### config.mk
export PLATFORM = sky130hd
export DESIGN_NAME = if_id_skid_reg
export DESIGN_NICKNAME = d
export VERILOG_FILES = /design/src/rtl/riscv_pipe_pkg.sv /design/src/rtl/pipe_skid_slot.sv /design/src/rtl/if_id_skid_reg.sv
export SDC_FILE = /design/constraint.sdc
export NUM_CORES = 1
export LEC_CHECK = 0
export BUFFER_PORTS_ARGS = -buffer_cell sky130_fd_sc_hd__buf_2
export CAP_MARGIN = 0
export CORE_MARGIN = 3
export CORE_UTILIZATION = 45
export DETAILED_ROUTE_END_ITERATION = 8
export PLACE_DENSITY_LB_ADDON = 0.15
export SLEW_MARGIN = 20
export SYNTH_ARGS = -nofsm -noshare
export SYNTH_HDL_FRONTEND = slang
export SYNTH_HIERARCHICAL = 1
export SYNTH_SLANG_ARGS = --single-unit
### constraint.sdc
create_clock -name clk -period 1.8 [get_ports clk]
set_input_delay 0.09 -clock clk [delete_from_list [all_inputs] [get_ports clk]]
set_output_delay 0.09 -clock clk [all_outputs]
set_load 0.02 [all_outputs]
### src/rtl/riscv_pipe_pkg.sv
// -----------------------------------------------------------------------------
// riscv_pipe_pkg
// Shared definitions for the RISC-V pipeline registers.
//   XLEN_DEF / ILEN_DEF : default data-path and instruction widths
//   NOP_INSTR_DEF       : canonical bubble instruction (addi x0,x0,0)
//   if_id_payload_t     : Fetch->Decode payload at default widths
//   payload_width()     : packed width of {instr, pc, pcplus4}
// -----------------------------------------------------------------------------
package riscv_pipe_pkg;

    localparam int          XLEN_DEF      = 32;
    localparam int          ILEN_DEF      = 32;
    localparam logic [31:0] NOP_INSTR_DEF = 32'h0000_0013;

    typedef struct packed {
        logic [ILEN_DEF-1:0] instr;
        logic [XLEN_DEF-1:0] pc;
        logic [XLEN_DEF-1:0] pcplus4;
    } if_id_payload_t;

    // Packed width of one payload for arbitrary widths.
    function automatic int payload_width(input int xlen, input int ilen);
        return ilen + 2 * xlen;
    endfunction

endpackage

### src/rtl/pipe_skid_slot.sv
// -----------------------------------------------------------------------------
// pipe_skid_slot
// One payload register with a valid bit. Used twice inside if_id_skid_reg
// (main slot driving Decode, skid slot absorbing one stalled instruction).
// Priority: reset > clr_i > load_i > drop_i > hold.
// Ports:
//   clk       rising-edge clock
//   reset     synchronous active-low reset (valid=0, data=CLR_VAL)
//   clr_i     flush: valid=0, data=CLR_VAL
//   load_i    capture data_i, valid=1
//   drop_i    valid=0, data <- bubble_i (caller decides what a bubble looks like)
//   data_i    payload to load
//   bubble_i  payload to hold while empty after a drop
//   valid_o   slot holds a live payload
//   data_o    stored payload
// -----------------------------------------------------------------------------
module pipe_skid_slot
    import riscv_pipe_pkg::*;
#(
    parameter int           W       = payload_width(XLEN_DEF, ILEN_DEF),
    parameter logic [W-1:0] CLR_VAL = {W{1'b0}}
) (
    input  logic         clk,
    input  logic         reset,
    input  logic         clr_i,
    input  logic         load_i,
    input  logic         drop_i,
    input  logic [W-1:0] data_i,
    input  logic [W-1:0] bubble_i,
    output logic         valid_o,
    output logic [W-1:0] data_o
);

    logic         valid_q, valid_d;
    logic [W-1:0] data_q,  data_d;

    // Next-state selection for the slot.
    always_comb begin
        valid_d = valid_q;
        data_d  = data_q;
        if (clr_i) begin
            valid_d = 1'b0;
            data_d  = CLR_VAL;
        end else if (load_i) begin
            valid_d = 1'b1;
            data_d  = data_i;
        end else if (drop_i) begin
            valid_d = 1'b0;
            data_d  = bubble_i;
        end else begin
            valid_d = valid_q;
            data_d  = data_q;
        end
    end

    // Slot state flops with synchronous active-low reset.
    always_ff @(posedge clk) begin
        if (!reset) begin
            valid_q <= 1'b0;
            data_q  <= CLR_VAL;
        end else begin
            valid_q <= valid_d;
            data_q  <= data_d;
        end
    end

    assign valid_o = valid_q;
    assign data_o  = data_q;

endmodule

### src/rtl/if_id_skid_reg.sv
// -----------------------------------------------------------------------------
// if_id_skid_reg
// IF/ID pipeline register with valid/ready handshake and a two-entry skid
// (main + skid slot). readyF is a flop driven only by skid occupancy, and all
// D-side outputs come straight from the main slot flops.
// Ports:
//   clk, reset (sync, active-low), clr (flush, active-high)
//   validF/readyF, InstrF, PCF, PCplus4F        : Fetch side
//   validD/readyD, InstrD, PCD, PCplus4D        : Decode side
// Optional build macro IFID_PERF_CNT_EN adds:
//   stall_cnt : cycles with validD=1 & readyD=0 (saturating)
//   flush_cnt : cycles with clr=1 (saturating)
// -----------------------------------------------------------------------------
module if_id_skid_reg
    import riscv_pipe_pkg::*;
#(
    parameter int              XLEN      = XLEN_DEF,
    parameter int              ILEN      = ILEN_DEF,
    parameter logic [ILEN-1:0] NOP_INSTR = NOP_INSTR_DEF[ILEN-1:0]
) (
    input  logic            clk,
    input  logic            reset,
    input  logic            clr,
    input  logic            validF,
    output logic            readyF,
    input  logic [ILEN-1:0] InstrF,
    input  logic [XLEN-1:0] PCF,
    input  logic [XLEN-1:0] PCplus4F,
    output logic            validD,
    input  logic            readyD,
    output logic [ILEN-1:0] InstrD,
    output logic [XLEN-1:0] PCD,
    output logic [XLEN-1:0] PCplus4D
`ifdef IFID_PERF_CNT_EN
    ,
    output logic [31:0]     stall_cnt,
    output logic [31:0]     flush_cnt
`endif
);

    localparam int           PW      = payload_width(XLEN, ILEN);
    localparam logic [PW-1:0] CLR_VAL = {NOP_INSTR, {(2*XLEN){1'b0}}};

    logic          main_valid_s, skid_valid_s;
    logic [PW-1:0] main_data_s,  skid_data_s;
    logic [PW-1:0] f_data_s, main_in_s, main_bubble_s;
    logic          fire_f_s, fire_d_s;
    logic          main_load_s, main_drop_s, main_from_skid_s;
    logic          skid_load_s, skid_drop_s, skid_valid_next_s;
    logic          ready_q, ready_d;

    assign f_data_s      = {InstrF, PCF, PCplus4F};
    assign fire_f_s      = validF & ready_q;
    assign fire_d_s      = main_valid_s & readyD;
    assign main_in_s     = main_from_skid_s ? skid_data_s : f_data_s;
    // A drained main slot shows NOP but keeps the last PC/PC+4.
    assign main_bubble_s = {NOP_INSTR, main_data_s[2*XLEN-1:0]};

    // Slot control: decide which slot loads, drains or refills this cycle.
    always_comb begin
        main_load_s      = 1'b0;
        main_drop_s      = 1'b0;
        main_from_skid_s = 1'b0;
        skid_load_s      = 1'b0;
        skid_drop_s      = 1'b0;
        if (clr) begin
            // Slots clear themselves; a coincident F transfer is discarded.
            main_load_s = 1'b0;
        end else if (skid_valid_s) begin
            // readyF is low here, so only Decode can move things.
            if (fire_d_s) begin
                main_load_s      = 1'b1;
                main_from_skid_s = 1'b1;
                skid_drop_s      = 1'b1;
            end else begin
                main_load_s = 1'b0;
            end
        end else if (fire_f_s) begin
            if (!main_valid_s || fire_d_s) begin
                main_load_s = 1'b1;
            end else begin
                skid_load_s = 1'b1;
            end
        end else if (fire_d_s) begin
            main_drop_s = 1'b1;
        end else begin
            main_load_s = 1'b0;
        end
    end

    // readyF tracks the skid occupancy that the slots will hold next cycle.
    always_comb begin
        if (clr) begin
            skid_valid_next_s = 1'b0;
        end else if (skid_load_s) begin
            skid_valid_next_s = 1'b1;
        end else if (skid_drop_s) begin
            skid_valid_next_s = 1'b0;
        end else begin
            skid_valid_next_s = skid_valid_s;
        end
        ready_d = ~skid_valid_next_s;
    end

    // Registered ready; held low during reset.
    always_ff @(posedge clk) begin
        if (!reset) begin
            ready_q <= 1'b0;
        end else begin
            ready_q <= ready_d;
        end
    end

    pipe_skid_slot #(
        .W       (PW),
        .CLR_VAL (CLR_VAL)
    ) u_main (
        .clk      (clk),
        .reset    (reset),
        .clr_i    (clr),
        .load_i   (main_load_s),
        .drop_i   (main_drop_s),
        .data_i   (main_in_s),
        .bubble_i (main_bubble_s),
        .valid_o  (main_valid_s),
        .data_o   (main_data_s)
    );

    pipe_skid_slot #(
        .W       (PW),
        .CLR_VAL (CLR_VAL)
    ) u_skid (
        .clk      (clk),
        .reset    (reset),
        .clr_i    (clr),
        .load_i   (skid_load_s),
        .drop_i   (skid_drop_s),
        .data_i   (f_data_s),
        .bubble_i (skid_data_s),
        .valid_o  (skid_valid_s),
        .data_o   (skid_data_s)
    );

    assign readyF   = ready_q;
    assign validD   = main_valid_s;
    assign InstrD   = main_data_s[PW-1 -: ILEN];
    assign PCD      = main_data_s[2*XLEN-1 -: XLEN];
    assign PCplus4D = main_data_s[XLEN-1:0];

`ifdef IFID_PERF_CNT_EN
    logic [31:0] stall_cnt_q, flush_cnt_q;

    // Saturating stall and flush event counters.
    always_ff @(posedge clk) begin
        if (!reset) begin
            stall_cnt_q <= 32'h0000_0000;
            flush_cnt_q <= 32'h0000_0000;
        end else begin
            if (main_valid_s && !readyD && (stall_cnt_q != 32'hFFFF_FFFF)) begin
                stall_cnt_q <= stall_cnt_q + 32'h0000_0001;
            end else begin
                stall_cnt_q <= stall_cnt_q;
            end
            if (clr && (flush_cnt_q != 32'hFFFF_FFFF)) begin
                flush_cnt_q <= flush_cnt_q + 32'h0000_0001;
            end else begin
                flush_cnt_q <= flush_cnt_q;
            end
        end
    end

    assign stall_cnt = stall_cnt_q;
    assign flush_cnt = flush_cnt_q;
`endif

endmodule
==> flow_metrics.py <==
metrics = {
    "outcome": {
        "status": "completed",
    },
    "global_routing": {
        "grt_max_degree": 104,
        "grt-ovfl-total": 0,
        "grt_pass1_wl_mm": 39.42,
        "antenna_found_initial": 4,
        "grt_usage": 0.1815,
        "grt_pass1_vias": 7796,
    },
    "die": {
        "coreArea_um2": 24390,
        "fp-row-count": 57,
        "start_util": 0.4598,
        "dieArea_um2": 26850,
        "die_h_um": 163.9,
        "pin_count": 199,
        "die_w_um": 163.9,
    },
    "timing": {
        "finalMaxSlewViolations": 0,
        "max_freq_mhz": 563.0,
        "setup_violations": 0,
        "period_needed_ps": 1776,
        "rsz0062_at_grt": "true",
        "hold_viol": 0,
        "clock_skew_ps": 16.31,
        "fin_crit_sh": 0.9868,
    },
    "finish": {
        "fin_nets": 1363,
        "fill_cells": 2135,
        "fin_cells": 1603,
        "layout_common_cells": "199 x mux2_2, 198 x buf_2, 193 x dfxtp_1",
        "fin_area_um2": 14370,
        "area_growth_pct": 28.15,
        "final_common_cell": "mux2_2",
        "drive_gt1_frac": 0.4502,
        "final_core_util": 0.5892,
    },
    "yosys": {
        "ys_types": 26,
        "ys_warn_count": 6,
        "syn_area_um2": 11210,
        "synth-seq-cells": 195,
        "seq_area_frac_synth": 0.3481,
        "synth_area_per_cell_um2": 11.39,
        "syn_inst": 985,
    },
    "power_and_ir_drop": {
        "power_w": 0.009054,
        "p_int_w": 0.006797,
        "p_clk_frac": 0.410,
        "pwr-share-seq": 0.485,
        "p_leak_nw": 8.677,
        "max-vdd-ir-drop_v": 0.0005670,
        "sw_frac_of_total": 0.2493,
        "power_density_nw_per_um2": 630.0,
        "p_sw_w": 0.002258,
        "share_comb_of_total_power": 0.104,
    },
    "place": {
        "finalWeightedCongestion": 0.7173,
        "portBuffers": 198,
        "post-place-cells": 1484,
        "hpwl_mm": 16.18,
        "place_area_um2": 12880,
    },
    "worst_setup_path": {
        "required_ps": 2120,
        "path_max_fanout": 13,
        "worstSetupEndpointType": "flip-flop",
        "r2r_start": "u_skid/valid_o",
        "timing.critical_path.arrival_ps": 2100,
        "startpoint": "u_skid/valid_o",
        "r2r_end": "u_main/data_o[23]",
        "critPathKind": "flip-flop to flip-flop",
        "start_kind": "flip-flop",
        "reg2reg_slack_ps": 20,
        "r2r_cells": 6,
    },
    "detailed_routing": {
        "dr.first_iter.drc_count": 367,
        "post_drt_via_cell_ratio": 5.062,
        "dr.pass1.iters": 4,
        "routedWlPerCell_um": 15.97,
        "ant_nets": 0,
        "wirelength_mm": 25.61,
        "num_vias": 8115,
        "drc": 0,
    },
    "job": {
        "drv_cap": 0,
    },
    "min_path": {
        "hold_depth": 3,
        "min_from": "PCplus4F[21]",
        "holdPathEnd": "u_skid/data_o[21]",
        "hold_path_class": "primary input to flip-flop",
    },
    "clock_network": {
        "htreeDepth": 4,
        "cts_sinks": 195,
        "cts_tree": "yes",
        "clk_latency_ps": 430,
        "clk_pin_slew_ps": 70,
        "cts_buffer_depth": 2,
        "clk_root_buffer_cell": "clkbuf_16",
        "cts_buffers": 17,
    },
}
[how the worst max path moves through the flow]
stage | endpoint | cells past startpoint
6_report | u_main/data_o[23] | 6
5_1_grt | u_main/data_o[88] | 6
4_1_cts | u_skid/data_o[91] | 6
3_5_place_dp | u_skid/data_o[13] | 6
3_3_place_gp | u_skid/data_o[27] | 6
2_1_floorplan | u_skid/data_o[62] | 9
[cell families after synthesis]
family / Yosys count / synth area share
other cells: 2 / 0.0006697
mux: 288 / 0.3156
compound gates: 199 / 0.1744
buf+inv: 97 / 0.04619
simple gates: 204 / 0.1150
flops: 195 / 0.3481
[critical path: stages, from the launching register on]
cell	delay (ps)
dfxtp_2	330
a21oi_1	170
and4b_4	290
buf_4	160
buf_12	160
mux2_2	340
o211a_1	210
[state kept, by name, indices dropped and copies added (netlist names)]
signal,count
u_skid/data_o,96
u_main/data_o,96
readyF,1
u_skid/valid_o,1
u_main/valid_o,1
[metal layers]
| layer | wire length (um) | share of wire | vias to the layer above | GRT usage |
|---|---|---|---|---|
| met5 | 0 | 0 | - | 0 |
| met2 | 12110 | 0.47 | 136 | 0.3181 |
| met3 | 1172 | 0.046 | 23 | 0.03808 |
| met4 | 320 | 0.012 | 0 | 0.05344 |
| met1 | 12000 | 0.47 | 3822 | 0.2242 |
| li1 | - | - | 4134 | - |
[cell usage after synthesis]
cell,n,area (um^2)
mux2_4,81,1216
nand4b_2,1,15.01
nor2b_1,10,62.56
nor3b_1,2,15.01
and4b_1,1,10.01
mux2i_1,6,60.06
nand2b_1,186,1164
nand2_1,1,3.750
a22oi_1,6,45.04
conb_1,2,7.510
or2_2,1,6.260
nand4b_1,1,8.760
mux2_2,201,2263
a21oi_1,2,10.01
o211a_1,186,1862
a31o_2,1,8.760
o21a_1,2,15.01
nor3_1,1,5.000
dfxtp_1,195,3904
clkbuf_1,40,150.1
inv_1,1,3.750
buf_4,1,7.510
a21boi_0,1,7.510
a211oi_1,1,7.510
buf_6,13,146.4
buf_2,42,210.2
[power groups by stage]
stage	Clock, W	Combinational (W)	Sequential (W)
2_1_floorplan	0	0.000428	0.00456
3_3_place_gp	0	0.000810	0.00449
3_5_place_dp	0	0.000810	0.00450
4_1_cts	0.00383	0.000943	0.00439
5_1_grt	0.00397	0.00102	0.00440
6_report	0.00372	0.000944	0.00439
[metrics by stage]
stage | setup TNS, ps | setup slack (ps) | hold slack [ps]
finish | 0 | 23.68 | 16.40
global route | -1711 | -50.02 | 17.33
CTS | 0 | 4.066 | 0.4181
detailed placement | 0 | 10.02 | 401.9
global placement | 0 | 30.44 | 397.1
floorplan | -4000 | -71.65 | 243.8
[area by class of cell]
cell class | instances | area, um^2 | share of cell area
Multi-Input combinational cell | 723 | 6958 | 0.4842
Sequential cell | 195 | 3909 | 0.2720
Timing Repair Buffer | 324 | 2500 | 0.1740
Clock buffer | 19 | 452.9 | 0.03152
Tap cell | 324 | 405.4 | 0.02821
Clock inverter | 13 | 120.1 | 0.008358
Inverter | 1 | 16.27 | 0.001132
Antenna cell | 4 | 10.01 | 0.0006965
[timing repair]
item                                   in CTS  in global routing
endpoints found under the hold margin      74                  1
gates resized for setup                     0                  8
setup endpoints to repair                   0                142
hold buffers                               74                  1
setup buffers                               0                  4
No activity file was read; power rests on OpenSTA's default activity.
